### config.mk
export PLATFORM = sky130hd
export DESIGN_NAME = mole_scheduler
export DESIGN_NICKNAME = d
export VERILOG_FILES = /design/src/rtl/mole_scheduler.sv
export SDC_FILE = /design/constraint.sdc
export NUM_CORES = 1
export LEC_CHECK = 0
export CORE_ASPECT_RATIO = 1.1
export CORE_MARGIN = 2
export CORE_UTILIZATION = 45
export DETAILED_ROUTE_END_ITERATION = 6
export DONT_BUFFER_PORTS = 1
export PLACE_DENSITY = 0.67
export SETUP_SLACK_MARGIN = 0.5
export SYNTH_ARGS = -nofsm -noshare
export SYNTH_HDL_FRONTEND = slang
export SYNTH_SLANG_ARGS = --single-unit
### constraint.sdc
create_clock -name clk -period 1.95 [get_ports clk]
set_input_delay 0.4875 -clock clk [delete_from_list [all_inputs] [get_ports clk]]
set_output_delay 0.4875 -clock clk [all_outputs]
set_load 0.02 [all_outputs]
### src/rtl/mole_scheduler.sv
// Whack-a-mole game sequencer: spawns moles, scores hits, runs the countdown.
// Optional: define MOLE_SPEEDUP_EN to shorten the mole window as score grows.
module mole_scheduler #(
  parameter int          NUM_HOLES      = 8,
  parameter int          TICKS_PER_MOLE = 4,
  parameter int          GAME_TICKS     = 80,
  parameter int          SCORE_W        = 8,
  parameter logic [7:0]  LFSR_SEED      = 8'hA5
) (
  input  logic                 clk,
  input  logic                 reset,
  input  logic                 tick,
  input  logic                 start,
  input  logic [NUM_HOLES-1:0] hit_btn,
  output logic [NUM_HOLES-1:0] mole,
  output logic [SCORE_W-1:0]   score,
  output logic [7:0]           time_left,
  output logic [1:0]           state,
  output logic                 game_over,
  output logic                 hit_pulse,
  output logic                 miss_pulse
);

  localparam int IW = (NUM_HOLES > 1) ? $clog2(NUM_HOLES) : 1;

  typedef enum logic [1:0] {
    IDLE  = 2'd0,
    SPAWN = 2'd1,
    UP    = 2'd2,
    DONE  = 2'd3
  } state_e;

  state_e               state_q, state_d;
  logic [NUM_HOLES-1:0] mole_q, mole_d;
  logic [SCORE_W-1:0]   score_q, score_d;
  logic [7:0]           time_q, time_d;
  logic [7:0]           window_q, window_d;
  logic [IW-1:0]        prev_q, prev_d;
  logic [7:0]           lfsr_q, lfsr_d;
  logic                 over_q, over_d;
  logic                 hitp_q, hitp_d;
  logic                 missp_q, missp_d;

  logic [IW-1:0]        raw_idx, spawn_idx;
  logic [NUM_HOLES-1:0] spawn_mole;
  logic [7:0]           win_load;
  logic [SCORE_W-1:0]   score_inc;
  logic                 hit, wrong, game_end, win_end;

`ifdef MOLE_SPEEDUP_EN
  logic [SCORE_W-1:0]   lvl;
  always_comb begin
    lvl = score_q >> 3;
    if (int'(lvl) >= TICKS_PER_MOLE) win_load = 8'd1;
    else win_load = 8'(TICKS_PER_MOLE - int'(lvl));
  end
`else
  assign win_load = 8'(TICKS_PER_MOLE);
`endif

  // Never light the same hole twice in a row.
  always_comb begin
    raw_idx = IW'(lfsr_q % 8'(NUM_HOLES));
    spawn_idx = raw_idx;
    if (raw_idx == prev_q) begin
      if (raw_idx == IW'(NUM_HOLES - 1)) spawn_idx = '0;
      else spawn_idx = raw_idx + IW'(1);
    end
    spawn_mole = '0;
    spawn_mole[spawn_idx] = 1'b1;
  end

  assign hit       = |(hit_btn & mole_q);
  assign wrong     = |(hit_btn & ~mole_q);
  assign game_end  = tick && (time_q == 8'd1);
  assign win_end   = tick && (window_q == 8'd1);
  assign score_inc = (&score_q) ? score_q : score_q + SCORE_W'(1);

  always_comb begin
    state_d  = state_q;
    mole_d   = mole_q;
    score_d  = score_q;
    time_d   = time_q;
    window_d = window_q;
    prev_d   = prev_q;
    hitp_d   = 1'b0;
    missp_d  = 1'b0;
    lfsr_d   = {lfsr_q[6:0],
                lfsr_q[7] ^ lfsr_q[5] ^ lfsr_q[4] ^ lfsr_q[3]};

    unique case (state_q)
      IDLE, DONE: begin
        mole_d = '0;
        if (start) begin
          score_d = '0;
          time_d  = 8'(GAME_TICKS);
          state_d = SPAWN;
        end
      end
      SPAWN: begin
        prev_d = spawn_idx;
        if (tick) time_d = time_q - 8'd1;
        if (game_end) begin
          mole_d  = '0;
          state_d = DONE;
        end else begin
          mole_d   = spawn_mole;
          window_d = win_load;
          state_d  = UP;
        end
      end
      UP: begin
        if (tick) begin
          time_d = time_q - 8'd1;
          if (window_q != 8'd0) window_d = window_q - 8'd1;
        end
        if (hit) begin
          score_d = score_inc;
          hitp_d  = 1'b1;
          mole_d  = '0;
          state_d = game_end ? DONE : SPAWN;
        end else if (game_end) begin
          missp_d = wrong;
          mole_d  = '0;
          state_d = DONE;
        end else begin
          missp_d = wrong;
          if (win_end) begin
            missp_d = 1'b1;
            mole_d  = '0;
            state_d = SPAWN;
          end
        end
      end
      default: state_d = IDLE;
    endcase

    over_d = (state_d == DONE);
  end

  always_ff @(posedge clk or posedge reset) begin
    if (reset) begin
      state_q  <= IDLE;
      mole_q   <= '0;
      score_q  <= '0;
      time_q   <= '0;
      window_q <= '0;
      prev_q   <= '0;
      lfsr_q   <= LFSR_SEED;
      over_q   <= 1'b0;
      hitp_q   <= 1'b0;
      missp_q  <= 1'b0;
    end else begin
      state_q  <= state_d;
      mole_q   <= mole_d;
      score_q  <= score_d;
      time_q   <= time_d;
      window_q <= window_d;
      prev_q   <= prev_d;
      lfsr_q   <= lfsr_d;
      over_q   <= over_d;
      hitp_q   <= hitp_d;
      missp_q  <= missp_d;
    end
  end

  assign mole       = mole_q;
  assign score      = score_q;
  assign time_left  = time_q;
  assign state      = state_q;
  assign game_over  = over_q;
  assign hit_pulse  = hitp_q;
  assign miss_pulse = missp_q;

endmodule

After elaboration in Yosys (flattened, before gate mapping)

Index checks and enable logic that the tools add are counted.

Output and inout bits: 29
Word-level logic and storage cells: 86
Register bits: 48

Reductions and logical operators: 15
Muxes and demuxes: 33
Add/subtract/negate cells: 4
Bitwise gates (word level): 6
Equal/unequal tests: 16
Order comparisons: 2

Operators by type and width:

| kind                  | count |
|---|---|
| $mux W8               | 12 |
| $pmux W8 S2           | 3 |
| $pmux W8 S3           | 1 |
| $and A8 B8 Y8         | 2 |
| $eq A8 B1 Y1 const B  | 2 |
| $reduce_or A8 Y1      | 2 |
| $sub A8 B1 Y8 const B | 2 |
| $ne A2 B2 Y1 const B  | 6 |
| $mux W2               | 5 |
| $add A8 B1 Y8 const B | 1 |
| $mux W1               | 8 |
| $not A8 Y8            | 1 |
| $reduce_and A4 Y1     | 2 |
| $reduce_and A8 Y1     | 1 |
| $reduce_bool A8 Y1    | 1 |
| $eq A2 B2 Y1 const B  | 3 |
| $mux W3               | 2 |
| $pmux W2 S3           | 1 |
| $lt A3 B4 Y1 const B  | 1 |
| $ne A4 B4 Y1 const B  | 1 |
| $reduce_bool A2 Y1    | 2 |
| $reduce_or A2 Y1      | 2 |
| $add A3 B1 Y3 const B | 1 |
| $demux W1 S3          | 1 |
| 9 further kinds       | 13 |

Depth between registers and ports, before layout

Depth in word-level cells: 9
Depth in mapped cells: 8

Worst setup path before layout

OpenSTA, ideal clock, no wires.

Path kind: reg-to-reg
Start: reg state_q[0] (netlist: state[0])
End: reg time_q[6] (netlist: time_left[6])
Buffers on the path: 1
Slack: -0.147 ns
Arrival: 1.977 ns
Setup time: 0.120 ns
Stages on the path, launching flop included: 9
Cells stage by stage: dfrtp_1 -> inv_1 -> ha_1 -> buf_2 -> mux2i_1 -> nor4b_1 -> nor3b_1 -> xnor2_1 -> nand2_1

Cells in the longest elaborated chain, start to end: 4
Elaborated cells on any way between the ends: 10
Those cells by class: 5 x eq/ne; 1 x mux; 4 x reduce/logical

RTL lines:

| what                                                   | RTL line | source |
|---|---|---|
| from (decl)                                            | 33       | `state_e state_q, state_d;` |
| from (signal assigned)                                 | 154      | `state_q <= state_d;` |
| $eq A2 B2 Y1, or another cell as far along             | 91       | `unique case (state_q)` |
| $reduce_or A2 Y1, on equally long branches             | n/a      |  |
| $ne A2 B1 Y1 (no line) or $ne A2 B2 Y1 (tied branches) | n/a      |  |
| $reduce_and A2 Y1 (no line)                            | n/a      |  |
| to (signal assigned)                                   | 157      | `time_q <= time_d;` |
| to (decl)                                              | 36       | `logic [7:0] time_q, time_d;` |

Parallel ways exist; a longest one is shown, timed or not.
A chain may end at the register's enable or synchronous reset.

Final worst setup path

Start: reg window_q[0]
End: reg window_q[5]

Cells in the longest elaborated chain, start to end: 4
Elaborated cells on any way between the ends: 7
Those cells by class: 1 x add/sub; 1 x eq/ne; 3 x mux; 2 x reduce/logical

RTL lines:

| what                   | RTL line | source |
|---|---|---|
| from (decl)            | 37       | `logic [7:0] window_q, window_d;` |
| from (signal assigned) | 158      | `window_q <= window_d;` |
| $sub A8 B1 Y8          | 115      | `if (window_q != 8'd0) window_d = window_q - 8'd1;` |
| $mux W8                | 115      |  |
| $mux W8                | 113      | `if (tick) begin` |
| $pmux W8 S2            | 91       |  |

Parallel ways exist; a longest one is shown, timed or not. The select of a mux whose other input is x is not followed.

==> flow_metrics.py <==
metrics = {
    "route": {
        "drtPass1Iterations": 4,
        "drt-initial-drc-count": 62,
        "vias_per_cell": 5.47,
        "antenna_left": 0,
        "drt-total-wl_mm": 6.64,
        "vias": 2220,
        "drc": 0,
        "avgRoutedWirePerCell_um": 16.3,
    },
    "worst_setup_path": {
        "r2r_cells": 7,
        "start_kind": "flop",
        "required_ps": 2120,
        "rr_endpoint": "window_q[5]$_DFFE_PP0P_",
        "arrival_ps": 2040,
        "reg2reg_from": "window_q[0]$_DFFE_PP0P_",
        "r2r_setup_slack_ps": 80,
        "end_kind": "flop",
        "cp_max_fo": 2,
        "setup.worst_path.class": "flop to flop",
    },
    "sta": {
        "slew_violations": 0,
        "rsz0062_at_grt": "yes",
        "fin_crit_ps": 1870,
        "finalSetupViolations": 0,
        "clock_skew_ps": 10.6,
        "hold_viol_final": 0,
        "worst_slew_pin_slew_ps": 525,
        "period_share": 0.957,
        "fmax_ghz": 0.536,
        "maxSlewHeadroom": 0.649,
        "finalSetupTns_ps": 0,
    },
    "clocking": {
        "clk_latency_ps": 300,
        "htreeDepth": 2,
        "tritoncts": "built",
        "hold_buffers": 0,
        "cts_buffer_depth": 2,
        "clock_sinks": 48,
        "cts_root_buf": "clkbuf_8",
        "path_clk_slew_ps": 90,
        "cts_buffers": 5,
    },
    "cells_and_area": {
        "diodes": 0,
        "synthToLayoutAreaGrowth_pct": 55.7,
        "drive_gt1_frac": 0.532,
        "layout.nets": 352,
        "fin_area_sq_mm": 0.00393,
        "fill_cells": 352,
    },
    "synth": {
        "synth_top_area_cell": "dfrtp_1",
        "synth_nets": 271,
        "synth_warnings": 0,
        "syn_area_sq_mm": 0.00252,
        "synth.distinct_cells": 56,
        "synth-seq-cells": 48,
        "postSynthCellCount": 249,
        "synth_edf_count": 0,
        "synthMostInstantiatedCell": "dfrtp_1",
        "synth_async_sr_flop_share": 1.00,
        "yosys.area.top_type_share": 0.436,
        "synthTopCellsByCount": "dfrtp_1, nand2_1, inv_1, nor2_1, xnor2_1",
        "synth_ff_type": "dfrtp_1",
        "synth.area.top_cells": "dfrtp_1, ha_1, dfstp_2",
        "synth_seq_area_share": 0.478,
        "syn_avg_cell_area_sq_um": 10.1,
    },
    "global_routing": {
        "grt_pass1_vias": 2234,
        "grt_max_degree": 27,
        "grt_pass1_wl_mm": 10.1,
        "antenna_found_initial": 0,
        "gr-usage-all-layers": 0.214,
        "grt.overflow.total": 0,
    },
    "run": {
        "cap_violations": 0,
    },
    "floorplanning": {
        "start_util": 0.468,
        "fp.dieArea_sq_mm": 0.00623,
        "core_sq_mm": 0.00540,
        "io_pins": 41,
        "rows": 28,
        "dieWidth_um": 75.4,
        "die_height_um": 82.6,
    },
    "placement": {
        "gp_congestion": 0.782,
        "dpl.hpwl_mm": 4.15,
        "portBuffers": 0,
        "placedInstanceArea_sq_mm": 0.00310,
    },
    "pwr": {
        "vdd_drop_max_mv": 0.853,
        "power.density_mw_per_mm2": 1450,
        "p_leak_nw": 1.68,
    },
    "worst_hold_path": {
        "hp-class": "primary input to async pin",
    },
    "run_status": {
        "status": "completed",
    },
}
==> area by class of cell <==
class	count	area, sq um	share of cell area
Multi-Input combinational cell	175	1730	0.440
Inverter	21	82.6	0.0210
Tap cell	75	93.8	0.0239
Sequential cell	48	1220	0.311
Timing Repair Buffer	79	694	0.177
Clock buffer	6	72.6	0.0185
Clock inverter	2	35.0	0.00891
==> how the worst max path moves through the flow <==
| stage | endpoint | start | depth (start not counted) |
|---|---|---|---|
| after floorplan | window_q[7]$_DFFE_PP0P_ | time_left[1]$_DFFE_PP0P_ | 7 |
| after global placement | window_q[7]$_DFFE_PP0P_ | window_q[0]$_DFFE_PP0P_ | 5 |
| after detailed placement | window_q[7]$_DFFE_PP0P_ | window_q[2]$_DFFE_PP0P_ | 5 |
| after CTS | window_q[7]$_DFFE_PP0P_ | window_q[0]$_DFFE_PP0P_ | 5 |
| after global routing | window_q[7]$_DFFE_PP0P_ | window_q[0]$_DFFE_PP0P_ | 5 |
| final | window_q[5]$_DFFE_PP0P_ | window_q[0]$_DFFE_PP0P_ | 7 |
==> sequential cells by signal, indices dropped and copies added (netlist names) <==
signal	cells
miss_pulse	1
window_q	8
prev_q	3
hit_pulse	1
time_left	8
mole	8
state	2
game_over	1
lfsr_q	8
score	8
==> cells in the final DEF, fill, tap and decap left out, types with 3 or more instances in the layout <==
cell type,synthesis,routed
nand2_1,22,21
dfrtp_1,44,31
xnor2_1,11,11
nand3_1,6,4
buf_6,0,17
buf_12,0,3
nand4_1,3,3
a22oi_1,5,3
nor2_1,15,12
a22o_1,6,6
ha_1,10,3
ha_2,0,3
o22ai_1,4,4
buf_4,0,59
mux2i_4,0,5
inv_1,21,17
nor4_4,0,3
o21ai_2,0,4
ha_4,0,4
dfrtp_2,0,13
clkbuf_8,0,5
xor2_1,5,3
or3_4,2,3
o21ai_1,5,6
dfstp_2,4,4
o31ai_2,0,4
a21oi_1,9,6
inv_2,0,3
==> routing by layer <==
metal | part of all wire | vias to the layer above | global-route usage
met5 | 0 | - | 0
met1 | 0.41 | 1108 | 0.249
met3 | 0.039 | 11 | 0.0449
met4 | 0.017 | 0 | 0.0719
met2 | 0.53 | 51 | 0.386
li1 | - | 1050 | -
==> worst max-delay path, stage by stage, from the launching register on <==
cell	delay (ps)
dfrtp_1	400
or3_4	390
or3_4	340
buf_4	150
buf_6	110
and2_4	150
o21ai_2	140
o31ai_2	80
==> timing repair <==
item	CTS	global route
buffers inserted	24	14
setup endpoints to repair	36	39
cloned	2	0
pin swaps	27	16
gates resized for setup	47	36
==> where the power goes <==
part           switching [W]  total [W]  leakage (nW)  internal, W
clock               0.000320   0.000701        0.0552     0.000381
sequential          0.000229    0.00144         0.609      0.00121
combinational        0.00169    0.00356          1.01      0.00187
==> cells by family after synthesis <==
group	count (synthesis)	share of synthesized area
AOI/OAI and AO/OA	58	0.160
xor gates and xnor gates	16	0.0555
adders and majority gates	10	0.0496
buffers and inverters	28	0.0421
DFF	48	0.478
muxes	6	0.0273
and+or+nand+nor	83	0.188
==> metrics by stage <==
step	std cells	worst slack, ps	power (W)	util	hold WS [ps]
floorplan	249	94.8	0.00299	-	333
global placement	358	125	0.00348	0.574	339
detailed placement	358	69.7	0.00353	0.574	339
CTS	392	92.7	0.00514	0.676	95.9
global route	406	18.0	0.00601	0.729	116
finish	406	83.1	0.00569	0.729	87.7
(Power assumes the default switching activity.)
